<file path="config.mk">
export PLATFORM = sky130hd
export DESIGN_NAME = regfile_wb_arbiter
export DESIGN_NICKNAME = d
export VERILOG_FILES = /design/src/rtl/regfile_wb_arbiter.sv
export SDC_FILE = /design/constraint.sdc
export NUM_CORES = 1
export LEC_CHECK = 0
export ABC_AREA = 1
export CAP_MARGIN = 20
export CORE_MARGIN = 8
export CORE_UTILIZATION = 25
export CTS_CLUSTER_SIZE = 40
export DETAILED_ROUTE_END_ITERATION = 7
export GPL_ROUTABILITY_DRIVEN = 0
export PLACE_DENSITY_LB_ADDON = 0.05
export SYNTH_ARGS = -nofsm -noshare
export SYNTH_HDL_FRONTEND = slang
export SYNTH_SLANG_ARGS = --single-unit
</file>
<file path="constraint.sdc">
create_clock -name clk -period 2.7 [get_ports clk]
set_input_delay 0.405 -clock clk [delete_from_list [all_inputs] [get_ports clk]]
set_output_delay 0.405 -clock clk [all_outputs]
set_load 0.02 [all_outputs]
</file>
<file path="src/rtl/regfile_wb_arbiter.sv">
// regfile_wb_arbiter
// Two write-back producers (ALU, LSU) share the single RegisterFile write port.
// Each producer has its own small FIFO. A round-robin arbiter pops at most one
// FIFO head per cycle into a registered write stage. Writes to x0 complete the
// handshake but are never enqueued, so they can never reach the RegisterFile.
module regfile_wb_arbiter #(
    parameter int DEPTH  = 2,
    parameter int DATA_W = 32,
    parameter int ADDR_W = 5
) (
    input  logic              clk,
    input  logic              rstn,
    input  logic              AluValid,
    output logic              AluReady,
    input  logic [ADDR_W-1:0] AluAddr,
    input  logic [DATA_W-1:0] AluData,
    input  logic              LsuValid,
    output logic              LsuReady,
    input  logic [ADDR_W-1:0] LsuAddr,
    input  logic [DATA_W-1:0] LsuData,
    output logic              WriteEn,
    output logic [ADDR_W-1:0] WriteAddr,
    output logic [DATA_W-1:0] WriteData,
    output logic              Busy
);

    localparam int PW = (DEPTH > 1) ? $clog2(DEPTH) : 1;
    localparam int CW = PW + 1;
    localparam logic [CW-1:0] FULL_CNT = CW'(DEPTH);
    localparam logic [CW-1:0] CNT_ONE  = CW'(1);
    localparam logic [CW-1:0] CNT_ZERO = CW'(0);
    localparam logic [PW-1:0] PTR_ONE  = PW'(1);
    localparam logic [PW-1:0] PTR_ZERO = PW'(0);

    // Index 0 is the ALU queue, index 1 is the LSU queue.
    logic [ADDR_W-1:0] addr_mem_r [2][DEPTH];
    logic [DATA_W-1:0] data_mem_r [2][DEPTH];
    logic [PW-1:0]     rd_ptr_r   [2];
    logic [PW-1:0]     wr_ptr_r   [2];
    logic [CW-1:0]     count_r    [2];

    logic [ADDR_W-1:0] in_addr_s [2];
    logic [DATA_W-1:0] in_data_s [2];
    logic [1:0]        in_valid_s;
    logic [1:0]        ready_s;
    logic [1:0]        push_s;
    logic [1:0]        pop_s;
    logic [1:0]        not_empty_s;
    logic              grant_valid_s;
    logic              grant_sel_s;   // 0 = ALU, 1 = LSU
    logic              rr_last_r;     // requester granted most recently

    assign in_addr_s[0] = AluAddr;
    assign in_addr_s[1] = LsuAddr;
    assign in_data_s[0] = AluData;
    assign in_data_s[1] = LsuData;
    assign in_valid_s   = {LsuValid, AluValid};

    // Ready reflects only fullness; a pop in the same cycle does not reopen a full queue.
    always_comb begin
        for (int i = 0; i < 2; i++) begin
            ready_s[i]     = (count_r[i] != FULL_CNT);
            not_empty_s[i] = (count_r[i] != CNT_ZERO);
            // x0 writes are accepted but dropped here rather than queued.
            push_s[i]      = in_valid_s[i] & ready_s[i] &
                             (in_addr_s[i] != {ADDR_W{1'b0}});
        end
    end

    assign AluReady = ready_s[0];
    assign LsuReady = ready_s[1];

    // Round-robin choice between the two FIFO heads; a lone requester always wins.
    always_comb begin
        grant_valid_s = 1'b0;
        grant_sel_s   = 1'b0;
        case (not_empty_s)
            2'b11: begin
                grant_valid_s = 1'b1;
                grant_sel_s   = ~rr_last_r;
            end
            2'b01: begin
                grant_valid_s = 1'b1;
                grant_sel_s   = 1'b0;
            end
            2'b10: begin
                grant_valid_s = 1'b1;
                grant_sel_s   = 1'b1;
            end
            default: begin
                grant_valid_s = 1'b0;
                grant_sel_s   = 1'b0;
            end
        endcase
    end

    assign pop_s[0] = grant_valid_s & ~grant_sel_s;
    assign pop_s[1] = grant_valid_s &  grant_sel_s;

    // Per-requester FIFO storage, pointers and occupancy.
    always_ff @(posedge clk or negedge rstn) begin
        if (!rstn) begin
            for (int i = 0; i < 2; i++) begin
                rd_ptr_r[i] <= PTR_ZERO;
                wr_ptr_r[i] <= PTR_ZERO;
                count_r[i]  <= CNT_ZERO;
                for (int j = 0; j < DEPTH; j++) begin
                    addr_mem_r[i][j] <= {ADDR_W{1'b0}};
                    data_mem_r[i][j] <= {DATA_W{1'b0}};
                end
            end
        end else begin
            for (int i = 0; i < 2; i++) begin
                if (push_s[i]) begin
                    addr_mem_r[i][wr_ptr_r[i]] <= in_addr_s[i];
                    data_mem_r[i][wr_ptr_r[i]] <= in_data_s[i];
                    wr_ptr_r[i]                <= wr_ptr_r[i] + PTR_ONE;
                end
                if (pop_s[i]) begin
                    rd_ptr_r[i] <= rd_ptr_r[i] + PTR_ONE;
                end
                case ({push_s[i], pop_s[i]})
                    2'b10:   count_r[i] <= count_r[i] + CNT_ONE;
                    2'b01:   count_r[i] <= count_r[i] - CNT_ONE;
                    default: count_r[i] <= count_r[i];
                endcase
            end
        end
    end

    // Registered write stage feeding the RegisterFile, plus round-robin history.
    always_ff @(posedge clk or negedge rstn) begin
        if (!rstn) begin
            WriteEn   <= 1'b0;
            WriteAddr <= {ADDR_W{1'b0}};
            WriteData <= {DATA_W{1'b0}};
            rr_last_r <= 1'b1;
        end else begin
            WriteEn <= grant_valid_s;
            if (grant_valid_s) begin
                WriteAddr <= addr_mem_r[grant_sel_s][rd_ptr_r[grant_sel_s]];
                WriteData <= data_mem_r[grant_sel_s][rd_ptr_r[grant_sel_s]];
                rr_last_r <= grant_sel_s;
            end else begin
                WriteAddr <= WriteAddr;
                WriteData <= WriteData;
                rr_last_r <= rr_last_r;
            end
        end
    end

    assign Busy = not_empty_s[0] | not_empty_s[1] | WriteEn;

endmodule
</file>
==> impl_metrics.tcl <==
set metrics [dict create \
    cts_made_buffers 17 \
    path_class "reg -> out" \
    seq_area_frac_synth 0.534 \
    crit_path_cell_trace "inv_2 > nand2_8 > nor2_4 > inv_2 > or2_1 > clkdlybuf4s50_1" \
    cp_max_fo 27 \
    fin_area_mm2 0.0115 \
    netlist_instances 1172 \
    yosysMostFrequentCell "nand2_1" \
    track_usage 0.138 \
    dr.pass1.iters 4 \
    synthArstFlopShare 1.00 \
    drc_errors 0 \
    multiInputGateArea_mm2 0.00335 \
    grt_pass1_vias 7822 \
    yosys_most_used_dff "dfrtp_1" \
    synth_common_cells "nand2_1 (463), dfrtp_1 (194), inv_1 (156)" \
    fin_nets 1340 \
    drtAntennaViolNets 0 \
    r2r_slack_ns 0.53 \
    clock_latency_ns 0.44 \
    grt-ovfl-total 0 \
    synth.top_cell.area_share 0.531 \
    crit_arrival_ns 2.15 \
    routedWlPerCell_um 16.4 \
    wirelength_um 28500 \
    start_kind "flop" \
    maxCapViolations 0 \
    cts_root_buf "clkbuf_16" \
    die_h_um 207 \
    fillers 3948 \
    hpwl_um 17900 \
    synth_top_area_cell "dfrtp_1" \
    placed_area_mm2 0.0109 \
    grt_max_degree 76 \
    ys_types 25 \
    setup_tns_ns 0 \
    final.period_utilization 0.948 \
    setup_viol 0 \
    cp.buffers_inverters 3 \
    num_io_pins 119 \
    post_cts_buffers 0 \
    clock_path_buffers 2 \
    fmax_mhz 391 \
    numClockSinks 195 \
    post_drt_via_cell_ratio 4.21 \
    crit_family "buffers and inverters" \
    crit_path_max_incr_delay_ns 0.54 \
    ys_ff_latch 195 \
    hold_path_class "reg -> reg" \
    antenna_cells 0 \
    grt_pass1_wl_um 46400 \
    end_kind "output pin" \
    clock_skew_ns 0.0103 \
    syn-num-nets 1252 \
    regArea_mm2 0.00488 \
    tightest_slew_ns 0.628 \
    peakVddDrop_mv 0.726 \
    synth_area_per_cell_um2 7.81 \
    leakage_uw 0.00587 \
    drive_above_1_share 0.0535 \
    path_clk_slew_ns 0.07 \
    die_w_um 207 \
    antenna_found_initial 0 \
    yosys-top-cells-area "dfrtp_1 (53%), nand2_1 (19%), inv_1 (6.4%)" \
    finalHoldViolCount 0 \
    cp_data_required_time_ns 2.30 \
    power.density_mw_per_mm2 1360 \
    syn_to_final_growth_pct 26.0 \
    cts_tree "yes" \
    rsz0062_at_grt "false" \
    vias 7326 \
    crit_path_top_delay_cell "clkdlybuf4s50_1" \
    drt-initial-drc-count 410 \
    timing.slew.headroom 0.582 \
    ys_warn_count 0 \
    syn-cell-area_mm2 0.00915 \
    drv_slew 0 \
    die_area_mm2 0.0430 \
    fin_crit_ns 2.56 \
    path_common_cell "inv_2" \
    cts_htree_levels 4 \
    coreArea_mm2 0.0363 \
    outcome "complete, no violations" \
    start_util 0.252 \
    synth_edf_count 0 \
    row_count 70 \
    port_buffers 118 \
]
report_power, final:
part,internal [uW],switching (uW)
logic,2920,4810
registers,4400,798
clock network,1600,1180
per-stage QoR:
step | setup WS (ns) | cells | hold WS (ns) | total power (uW) | util
after CTS | 0.0177 | 1740 | 0.480 | 16100 | 0.317
after detailed placement | 0.393 | 1708 | 0.431 | 13200 | 0.299
after global routing | 0.0103 | 1740 | 0.499 | 17400 | 0.317
final | 0.141 | 1740 | 0.475 | 15700 | 0.317
after floorplan | 0.908 | 1172 | 0.109 | 10400 | -
after global placement | 0.453 | 1708 | 0.430 | 13100 | 0.299
cell type report:
class	count	share of cell area
Clock buffer	19	0.0393
Multi-Input combinational cell	746	0.291
Timing Repair Buffer	140	0.128
Tap cell	468	0.0508
Clock inverter	12	0.0155
Sequential cell	195	0.423
Inverter	160	0.0521
worst min-delay path, cell delays in order, from the launching register on:
cell and delay (ns):
dfrtp_1 0.34, nand2_1 0.05, o21ai_0 0.05
cell usage in the layout, fill, tap and decap left out, types with 3 or more instances in the layout:
| master | n |
|---|---|
| buf_12 | 10 |
| buf_4 | 11 |
| bufinv_16 | 4 |
| clkbuf_16 | 17 |
| clkbuf_8 | 3 |
| clkdlybuf4s50_1 | 117 |
| clkinvlp_4 | 3 |
| dfrtp_1 | 194 |
| inv_1 | 155 |
| inv_2 | 5 |
| nand2_1 | 457 |
| nand2_4 | 4 |
| nand3_1 | 76 |
| nand3b_1 | 38 |
| o21ai_0 | 67 |
| o21ai_1 | 83 |
| xnor2_1 | 3 |
sequential cells by signal (all words and copies together) (netlist names):
| name | flops |
|---|---|
| wr_ptr_r | 2 |
| WriteAddr | 5 |
| WriteEn | 1 |
| rr_last_r | 1 |
| data_mem_r | 128 |
| WriteData | 32 |
| addr_mem_r | 20 |
| count_r | 4 |
| rd_ptr_r | 2 |
worst paths after layout:
path / startpoint / endpoint / cells past startpoint
worst min register to register: data_mem_r[48]$_DFFE_PN0P_ / data_mem_r[48]$_DFFE_PN0P_ / 2
max in group asynchronous: rstn / data_mem_r[93]$_DFFE_PN0P_ / 3
min in group asynchronous: rstn / WriteData[0]$_DFFE_PN0N_ / 2
worst max register to register: count_r[0]$_DFFE_PN0P_ / WriteData[7]$_DFFE_PN0N_ / 9
worst max-delay path: count_r[0]$_DFFE_PN0P_ / Busy / 6
worst min-delay path: data_mem_r[48]$_DFFE_PN0P_ / data_mem_r[48]$_DFFE_PN0P_ / 2
routing by layer:
metal  global-route usage  wire length, um  up-vias
met2                0.230            13300      100
met4               0.0318              220        0
met3               0.0267              870       10
met5                    0                0        -
met1                0.182            14000     3439
li1                     -                -     3777
timing repair:
| item | 4_1_cts | 5_1_grt |
|---|---|---|
| resized for setup | 1 | 1 |
| endpoints found under the setup margin | 1 | 1 |
| endpoints found under the hold margin | 51 | 0 |
| hold buffers | 1 | 0 |
| pin swaps | 0 | 1 |
cells by family after synthesis:
| group | count (synthesis) | synth area share |
|---|---|---|
| simple gates | 584 | 0.266 |
| buf+inv | 231 | 0.107 |
| flops | 195 | 0.534 |
| compound gates | 155 | 0.0857 |
| xor+xnor | 5 | 0.00479 |
| fa+ha+maj | 2 | 0.00273 |
(Power assumes the default switching activity.)
